`src/rtl/mdu_pkg.sv`:
```
// Shared encodings for the multiply/divide unit: operation codes, FSM states, op-class helpers.
package mdu_pkg;

    typedef enum logic [2:0] {
        OP_MULT  = 3'b000,
        OP_MULTU = 3'b001,
        OP_DIV   = 3'b010,
        OP_DIVU  = 3'b011,
        OP_MTHI  = 3'b100,
        OP_MTLO  = 3'b101
    } op_e;

    typedef enum logic [1:0] {
        ST_IDLE = 2'b00,
        ST_PREP = 2'b01,
        ST_CALC = 2'b10,
        ST_FIX  = 2'b11
    } state_e;

    function automatic logic op_is_signed(input logic [2:0] op);
        return (op == OP_MULT) || (op == OP_DIV);
    endfunction

    function automatic logic op_is_mul(input logic [2:0] op);
        return (op == OP_MULT) || (op == OP_MULTU);
    endfunction

endpackage

```
`src/rtl/mdu_abs.sv`:
```
// Two's-complement magnitude and sign of one operand (sign ignored when i_signed is low).
// Latency: combinational.
// Backpressure: none.
module mdu_abs #(
    parameter int WIDTH = 32
) (
    input  logic [WIDTH-1:0] i_val,
    input  logic             i_signed,
    output logic [WIDTH-1:0] o_mag,
    output logic             o_neg
);

    logic w_neg;

    // The most-negative value maps to 2^(WIDTH-1), which still fits unsigned.
    assign w_neg = i_signed & i_val[WIDTH-1];
    assign o_mag = w_neg ? -i_val : i_val;
    assign o_neg = w_neg;

endmodule

```
`src/rtl/mul_div_unit.sv`:
```
// Iterative MIPS-style HI/LO multiply/divide unit (radix-2 shift-add multiply, restoring divide).
// Latency: WIDTH+3 edges from accepted iStart to oDone; MTHI/MTLO complete on the sampling edge.
// Backpressure: iStart is dropped while oBusy is high; iFlush squashes any in-flight operation.
module mul_div_unit #(
    parameter int WIDTH = 32,
    parameter int CNT_W = $clog2(WIDTH) + 1
) (
    input  logic             iCLK,
    input  logic             iRST,
    input  logic             iStart,
    input  logic [2:0]       iOp,
    input  logic [WIDTH-1:0] iA,
    input  logic [WIDTH-1:0] iB,
    input  logic             iFlush,
    output logic             oBusy,
    output logic             oDone,
    output logic [WIDTH-1:0] oHI,
    output logic [WIDTH-1:0] oLO
);
    import mdu_pkg::*;

    state_e             r_state;
    logic [2:0]         r_op;
    logic [WIDTH-1:0]   r_a;
    logic [WIDTH-1:0]   r_b;
    logic [WIDTH-1:0]   r_opnd;
    logic [WIDTH-1:0]   r_rem;
    logic [WIDTH-1:0]   r_quo;
    logic [CNT_W-1:0]   r_cnt;
    logic               r_neg_q;
    logic               r_neg_r;
    logic               r_dz;
    logic               r_busy;
    logic               r_done;
    logic [WIDTH-1:0]   r_hi;
    logic [WIDTH-1:0]   r_lo;

    logic               w_is_mul;
    logic               w_sgn;
    logic [WIDTH-1:0]   w_mag_a;
    logic [WIDTH-1:0]   w_mag_b;
    logic               w_neg_a;
    logic               w_neg_b;
    logic [WIDTH:0]     w_sum;
    logic [WIDTH:0]     w_shift;
    logic               w_ge;
    logic [WIDTH-1:0]   w_diff;
    logic [2*WIDTH-1:0] w_prod;
    logic [2*WIDTH-1:0] w_prod_s;
    logic [WIDTH-1:0]   w_fix_hi;
    logic [WIDTH-1:0]   w_fix_lo;

    assign w_is_mul = op_is_mul(r_op);
    assign w_sgn    = op_is_signed(r_op);

    mdu_abs #(.WIDTH(WIDTH)) u_abs_a (
        .i_val    (r_a),
        .i_signed (w_sgn),
        .o_mag    (w_mag_a),
        .o_neg    (w_neg_a)
    );

    mdu_abs #(.WIDTH(WIDTH)) u_abs_b (
        .i_val    (r_b),
        .i_signed (w_sgn),
        .o_mag    (w_mag_b),
        .o_neg    (w_neg_b)
    );

    // Multiply: r_quo holds the multiplier, shifted out LSB-first while the partial product shifts in.
    assign w_sum   = {1'b0, r_rem} + (r_quo[0] ? {1'b0, r_opnd} : {(WIDTH+1){1'b0}});
    // Divide: r_quo holds the dividend, shifted out MSB-first while quotient bits shift in.
    assign w_shift = {r_rem, r_quo[WIDTH-1]};
    assign w_ge    = (w_shift >= {1'b0, r_opnd});
    assign w_diff  = w_shift[WIDTH-1:0] - r_opnd;

    assign w_prod   = {r_rem, r_quo};
    assign w_prod_s = r_neg_q ? -w_prod : w_prod;

    always_comb begin
        w_fix_hi = w_prod_s[2*WIDTH-1:WIDTH];
        w_fix_lo = w_prod_s[WIDTH-1:0];
        if (!w_is_mul) begin
            if (r_dz) begin
                w_fix_hi = r_a;
                w_fix_lo = '1;
            end else begin
                w_fix_hi = r_neg_r ? -r_rem : r_rem;
                w_fix_lo = r_neg_q ? -r_quo : r_quo;
            end
        end
    end

    always_ff @(posedge iCLK or posedge iRST) begin
        if (iRST) begin
            r_state <= ST_IDLE;
            r_op    <= '0;
            r_a     <= '0;
            r_b     <= '0;
            r_opnd  <= '0;
            r_rem   <= '0;
            r_quo   <= '0;
            r_cnt   <= '0;
            r_neg_q <= 1'b0;
            r_neg_r <= 1'b0;
            r_dz    <= 1'b0;
            r_busy  <= 1'b0;
            r_done  <= 1'b0;
            r_hi    <= '0;
            r_lo    <= '0;
        end else begin
            r_done <= 1'b0;
            if (iFlush) begin
                r_state <= ST_IDLE;
                r_busy  <= 1'b0;
            end else begin
                case (r_state)
                    ST_IDLE: begin
                        if (iStart) begin
                            case (iOp)
                                OP_MULT, OP_MULTU, OP_DIV, OP_DIVU: begin
                                    r_a     <= iA;
                                    r_b     <= iB;
                                    r_op    <= iOp;
                                    r_busy  <= 1'b1;
                                    r_state <= ST_PREP;
                                end
                                OP_MTHI: begin
                                    r_hi   <= iA;
                                    r_done <= 1'b1;
                                end
                                OP_MTLO: begin
                                    r_lo   <= iA;
                                    r_done <= 1'b1;
                                end
                                default: ;
                            endcase
                        end
                    end
                    ST_PREP: begin
                        r_cnt   <= '0;
                        r_rem   <= '0;
                        r_quo   <= w_is_mul ? w_mag_b : w_mag_a;
                        r_opnd  <= w_is_mul ? w_mag_a : w_mag_b;
                        r_neg_q <= w_neg_a ^ w_neg_b;
                        r_neg_r <= w_neg_a;
                        r_dz    <= (r_b == '0);
                        r_state <= ST_CALC;
                    end
                    ST_CALC: begin
                        if (r_cnt == CNT_W'(WIDTH)) begin
                            r_state <= ST_FIX;
                        end else begin
                            r_cnt <= r_cnt + CNT_W'(1);
                            if (w_is_mul) begin
                                {r_rem, r_quo} <= {w_sum, r_quo[WIDTH-1:1]};
                            end else begin
                                r_rem <= w_ge ? w_diff : w_shift[WIDTH-1:0];
                                r_quo <= {r_quo[WIDTH-2:0], w_ge};
                            end
                        end
                    end
                    ST_FIX: begin
                        r_hi    <= w_fix_hi;
                        r_lo    <= w_fix_lo;
                        r_done  <= 1'b1;
                        r_busy  <= 1'b0;
                        r_state <= ST_IDLE;
                    end
                    default: r_state <= ST_IDLE;
                endcase
            end
        end
    end

    assign oBusy = r_busy;
    assign oDone = r_done;
    assign oHI   = r_hi;
    assign oLO   = r_lo;

endmodule
```
`config.mk`:
```
export PLATFORM = sky130hd
export DESIGN_NAME = mul_div_unit
export DESIGN_NICKNAME = d
export VERILOG_FILES = /design/src/rtl/mdu_pkg.sv /design/src/rtl/mdu_abs.sv /design/src/rtl/mul_div_unit.sv
export SDC_FILE = /design/constraint.sdc
export NUM_CORES = 1
export LEC_CHECK = 0
export BUFFER_PORTS_ARGS = -buffer_cell sky130_fd_sc_hd__buf_2
export CORE_MARGIN = 3
export CORE_UTILIZATION = 56
export CTS_CLUSTER_DIAMETER = 100
export CTS_CLUSTER_SIZE = 25
export DETAILED_ROUTE_END_ITERATION = 8
export PLACE_DENSITY = 0.82
export SYNTH_ARGS = -nofsm -noshare
export SYNTH_HDL_FRONTEND = slang
export SYNTH_SLANG_ARGS = --single-unit
```
`constraint.sdc`:
```
create_clock -name iCLK -period 6.63 [get_ports iCLK]
set_clock_uncertainty 0.2 [all_clocks]
set_input_delay 0.3315 -clock iCLK [delete_from_list [all_inputs] [get_ports iCLK]]
set_output_delay 0.3315 -clock iCLK [all_outputs]
set_load 0.05 [all_outputs]
```
Word level (Yosys, flattened, before mapping)
Cells that the tools add are included.
{"block": "classes", "addsub": 8, "muxes": 40, "n_eq_ne": 18, "bitwise": 4, "n_lt_le_gt_ge": 1, "reduce_logical": 18}
{"operator": "$mux 32", "count": 20}
{"operator": "$pmux 32 s2", "count": 4}
{"operator": "$neg 32->32", "count": 4}
{"operator": "$mux 64", "count": 1}
{"operator": "$neg 64->64", "count": 1}
{"operator": "$add 32x32->33", "count": 1}
{"operator": "$ge 33x32->1", "count": 1}
{"operator": "$logic_not 32->1", "count": 1}
{"operator": "$sub 32x32->32", "count": 1}
{"operator": "$pmux 6 s2", "count": 1}
{"operator": "$reduce_and 4->1", "count": 3}
{"operator": "$eq 3x2->1 const B", "count": 3}
{"operator": "$reduce_and 3->1", "count": 3}
{"operator": "$mux 2", "count": 4}
{"operator": "$pmux 2 s4", "count": 1}
{"operator": "$add 6x1->6 const B", "count": 1}
{"operator": "$eq 3x1->1 const B", "count": 2}
{"operator": "$eq 3x3->1 const B", "count": 2}
{"operator": "$eq 6x6->1 const B", "count": 1}
{"operator": "$logic_not 3->1", "count": 2}
{"operator": "$mux 1", "count": 6}
{"operator": "$mux 6", "count": 1}
{"operator": "$ne 3x3->1 const B", "count": 2}
{"operator": "$eq 2x2->1 const B", "count": 2}
{"operator": "15 further kinds", "count": 21}
{"block": "totals", "word_cells": 104, "regBits": 240}

Depth between registers and ports, before layout
{"block": "logic_depth", "ltp_word": 6, "ltp_mapped": 14, "depth_no_buf": 14}

Modules after synthesis
A second synthesis with hierarchy kept.
{"block": "unflattened", "hier_cells": 2236, "hier_area_um2": 18748.0}
{"module": "mul_div_unit", "cells_per_inst": 2044, "n_inst": 1, "area_each_um2": 17431.7}
{"module": "mdu_abs", "cells_per_inst": 96, "n_inst": 2, "area_each_um2": 658.1}

Worst setup path before layout
Ideal clock, no wire load.
{"block": "synth_timing", "path_kind": "reg-to-reg", "startpoint": "reg r_quo[31]", "endpoint": "reg r_rem[30]", "path_buffers": 0, "path_slack_ps": 3131, "stages_incl_launch_ff": 15, "arrival_ps": 3167, "t_required_ps": 6297, "setup_ps": 133, "cell_sequence": "dfrtp_1 inv_1 ha_1 inv_1 fa_1 a21oi_1 o211ai_1 a21oi_1 o21ai_0 a221o_1 a2111oi_0 nor3_1 and4b_1 nor4_1 o22ai_1"}
{"block": "synth_via", "elab_chain_len": 5, "elab_cells_between_ends": 6}
{"item": "start: declaration", "line_no": "mul_div_unit.sv:28", "rtl": "logic [WIDTH-1:0] r_quo;"}
{"item": "start signal: assignment", "line_no": "mul_div_unit.sv:143", "rtl": "r_quo <= w_is_mul ? w_mag_b : w_mag_a;"}
{"item": "start signal: assignment", "line_no": "mul_div_unit.sv:156", "rtl": "{r_rem, r_quo} <= {w_sum, r_quo[WIDTH-1:1]};"}
{"item": "start signal: assignment", "line_no": "mul_div_unit.sv:159", "rtl": "r_quo <= {r_quo[WIDTH-2:0], w_ge};"}
{"item": "$sub 32x32->32 / $ge 33x32->1 (equally long branches)", "line_no": "mul_div_unit.sv:75, mul_div_unit.sv:74"}
{"item": "$mux 32 (*)", "line_no": "mul_div_unit.sv:158", "rtl": "r_rem <= w_ge ? w_diff : w_shift[WIDTH-1:0];"}
{"item": "$mux 32 (*)", "line_no": "mul_div_unit.sv:155", "rtl": "if (w_is_mul) begin"}
{"item": "$mux 32 (*)", "line_no": "mul_div_unit.sv:151", "rtl": "if (r_cnt == CNT_W'(WIDTH)) begin"}
{"item": "$pmux 32 s2 (*)", "line_no": "mul_div_unit.sv:117", "rtl": "case (r_state)"}
{"item": "end signal: assignment", "line_no": "mul_div_unit.sv:156"}
{"item": "end signal: assignment", "line_no": "mul_div_unit.sv:158"}
{"item": "end: declaration", "line_no": "mul_div_unit.sv:27", "rtl": "logic [WIDTH-1:0] r_rem;"}
Every way passes the cells marked *; elsewhere a longest branch is shown, timed or not. The select of a mux whose other input is x is not followed.
A chain may end at the register's enable or synchronous reset.

Worst setup path in the final report
{"block": "layout_timing", "startpoint": "reg r_quo[0]", "endpoint": "reg r_hi[12] (netlist: oHI[12])"}
{"block": "layout_via", "elab_chain_len": 4}
{"item": "$neg 64->64", "line_no": "mul_div_unit.sv:78", "rtl": "assign w_prod_s = r_neg_q ? -w_prod : w_prod;"}
{"item": "$mux 64", "line_no": "mul_div_unit.sv:78"}
{"item": "$mux 32", "line_no": "mul_div_unit.sv:83", "rtl": "if (!w_is_mul) begin"}
{"item": "$pmux 32 s2", "line_no": "mul_div_unit.sv:117"}
{"item": "end signal: assignment", "line_no": "mul_div_unit.sv:129", "rtl": "r_hi <= iA;"}
{"item": "end signal: assignment", "line_no": "mul_div_unit.sv:164", "rtl": "r_hi <= w_fix_hi;"}
{"item": "end: declaration", "line_no": "mul_div_unit.sv:35", "rtl": "logic [WIDTH-1:0] r_hi;"}
No other way between the ends.

==> out/results.tsv <==
stage	metric	value	unit
clock_network	CTS tree	built	
clock_network	post-cts sizing count	0	
floorplan	row count	66	
logic_synthesis	simple-gate share of the synthesized area	19.87	%
place	dpl ws	2228	ps
global_routing	vias in the first global route	17940	
floorplan	die area	35370	um^2
sta	worst slew pin tran	1180	ps
sta	Setup TNS	0	ps
clock_network	CTS max path bufs	3	
worst_setup_path	Critical Path AT	4790	ps
logic_synthesis	Yosys warnings	0	
worst_setup_path	crit path max fanout	32	
worst_setup_path	CP Data Required Time	6780	ps
logic_synthesis	post-synthesis mux area share	7.617	%
place	RePlAce Congestion	0.9765	
logic_synthesis	Yosys reg bits	240	
sta	Max Slew Vio Count	0	
logic_synthesis	Cell Area, Synth	18560	um^2
finish	fin nets	2521	
logic_synthesis	syn_area_per_cell	8.123	um^2
clock_network	Num CTS Buffers	15	
floorplan	initial core utilization	56.90	%
floorplan	core box area	32620	um^2
sta	Tcrit/Tclk final	70.11	%
worst_hold_path	Hold Crit Endpoint	oBusy	
global_routing	Total GRT Usage	34.92	%
global_routing	initial antenna violation count	0	
logic_synthesis	Cells after Synth	2285	
logic_synthesis	area leader, netlist	dfrtp_1	
worst_setup_path	path depth of the worst reg2reg path	11	
finish	fin area	20560	um^2
pwr	worst IR drop on VDD	0.3582	mV
place	Port Buffers	136	
route	Routed Wire Length	62.98	mm
place	DP Wirelength	43.80	mm
logic_synthesis	XOR/XNOR share of the synthesized area	8.163	%
finish	fin cells	2821	
clock_network	CTS H-tree depth	1	
worst_setup_path	FF-to-FF Start	r_quo[0]	
floorplan	die height	188.1	um
finish	most common cell after layout, fill and taps aside	nand2_1	
worst_setup_path	reg-to-reg setup timing slack	1980	ps
logic_synthesis	Main synth FF type	dfrtp_1	
logic_synthesis	synthesized-area fraction occupied by adder cells	5.204	%
finish	most frequent cells in the layout	nand2_1, dfrtp_1, nor2_1	
clock_network	later-pin clock latency in the skew report	530	ps
logic_synthesis	register area share after synthesis	32.36	%
finish	Util after Layout	63.02	%
route	drt initial violations	2401	
run_status	run status	finished, final reports clean	
logic_synthesis	Post-synth ARST share	100.0	%
logic_synthesis	Synth Area in Compound Gates	22.08	%
route	vias per cell	6.613	
worst_setup_path	CP Launch Type	register	
worst_hold_path	worst hold start	iStart	
worst_hold_path	Hold Crit Depth	5	
pwr	leakage dissipation	9.136	nW
pwr	total power	12.05	mW
finish	share of layout cells above drive strength 1	12.61	%
worst_hold_path	Hold Crit Class	input pin to register	
sta	Fmax	215.1	MHz
logic_synthesis	Netlist cell types	78	
sta	PnR worst setup slack	1982	ps
clock_network	clk sinks	240	
job	maxcap violations	0	
logic_synthesis	Syn Nets	2432	
logic_synthesis	largest family of logic cells by synthesized area	compound AO/OA/AOI/OAI gates	
clock_network	# hold bufs at CTS	70	
logic_synthesis	number of synthesized flops with an enable pin	0	
route	# DRC	0	
sta	Final Hold Fails	0	
logic_synthesis	Synth top area share	32.36	%
global_routing	largest net degree at the start of global routing	157	
clock_network	clk root buf	clkbuf_16	
place	Area after DPL	19410	um^2
sta	final worst path period need	4648	ps
place	placed cells	2729	
logic_synthesis	synth top area cells	dfrtp_1, o21ai_0, nand2_1	
route	Detailed Routing Iterations Pass 1	6	
clock_network	Worst-path clk slew	110	ps
floorplan	io pins	137	
worst_setup_path	critical setup path kind	register to register	
route	vias	18660	
sta	max_slew headroom	21.36	%
pwr	P per Cell Area	586.4	nW/um^2
finish	Area Growth Syn to Fin	10.75	%
worst_setup_path	RR Endpoint	oHI[12]	
sta	worst hold slack	117.4	ps
sta	RSZ-0062 raised after global routing	false	
global_routing	total gr overflow	0	
route	drt wl/cell	22.33	um
floorplan	DIE WIDTH	188.1	um
route	post-route ant nets	0	
global_routing	global-route wire length before repair	100.2	mm
sta	final setup vio count	0	
worst_setup_path	Worst Setup End Kind	register	
finish	diode count	0	
finish	Layout fillers	2718	
clock_network	post-CTS setup buffer count	0	
logic make-up (layout without fill, tap and decap cells):
family	after synthesis	in the layout
AND/OR/NAND/NOR	784	784
multiplexers	112	112
XOR/XNOR	173	173
AO/OA/AOI/OAI	674	674
buffers and inverters	226	320
flip-flops	240	240
adder cells (fa/ha/maj)	76	76
report_power, final:
group          internal [mW]  switching, mW  total (mW)
logic                   2.89           5.02        7.91
registers               2.11           1.01        3.12
clock network          0.437          0.583        1.02
total                   5.44           6.61        12.1
area by class of cell:
| class | count | area (um^2) | share of cell area (%) |
|---|---|---|---|
| well taps | 442 | 553.0 | 2.690 |
| clock buffers | 16 | 379.1 | 1.844 |
| inverters | 70 | 266.5 | 1.296 |
| repair buffers | 228 | 1559 | 7.584 |
| clock inverters | 6 | 68.82 | 0.3348 |
| multi-input cells | 1819 | 11720 | 57.03 |
| flip-flops and latches | 240 | 6006 | 29.22 |
worst max-delay path, cell delays in order (launching register included):
cell and delay (ps):
dfrtp_1 460, inv_1 790, ha_1 330, nand2b_1 120, nor3_1 540, nand3_1 310
or3_1 750, o21ai_0 390, xor2_1 270, a211oi_1 110, a21oi_1 130, o21ai_0 80
registers in the layout, summed over array words and instances, names as in the netlist:
signal,count
oBusy,1
oDone,1
oHI,32
oLO,32
r_a,32
r_b,32
r_cnt,6
r_dz,1
r_neg_q,1
r_neg_r,1
r_op,3
r_opnd,32
r_quo,32
r_rem,32
r_state,2
Yosys cell counts, drive strengths merged (27+ instances only):
cell type    n
and3        29
inv         70
a211oi      40
buf         33
xnor2       95
o31ai       35
clkbuf     123
xor2        78
mux2        64
ha          74
o22ai       35
dfrtp      240
nand2      273
o21ai      237
a21oi      176
a21o        27
nor3        40
mux2i       31
nand3       47
nor2       230
worst max path at each step:
stage	cells past startpoint	from	end	slack (ps)
final	11	r_quo[0]	oHI[12]	1980
after detailed placement	11	r_quo[0]	oHI[4]	2230
after global placement	10	r_quo[0]	oHI[30]	2320
after floorplan	1	iRST	oBusy	2950
after global routing	11	r_quo[0]	r_rem[29]	1820
after CTS	11	r_quo[0]	oHI[12]	2110
layer usage:
metal	part of all wire, %	vias up	GRT usage (%)
met2	45	1177	54.41
met5	0	-	0
met4	3.5	0	11.60
met3	11	183	6.898
met1	41	8947	49.03
li1	-	8349	-
Power figures use the tool's default switching activity.
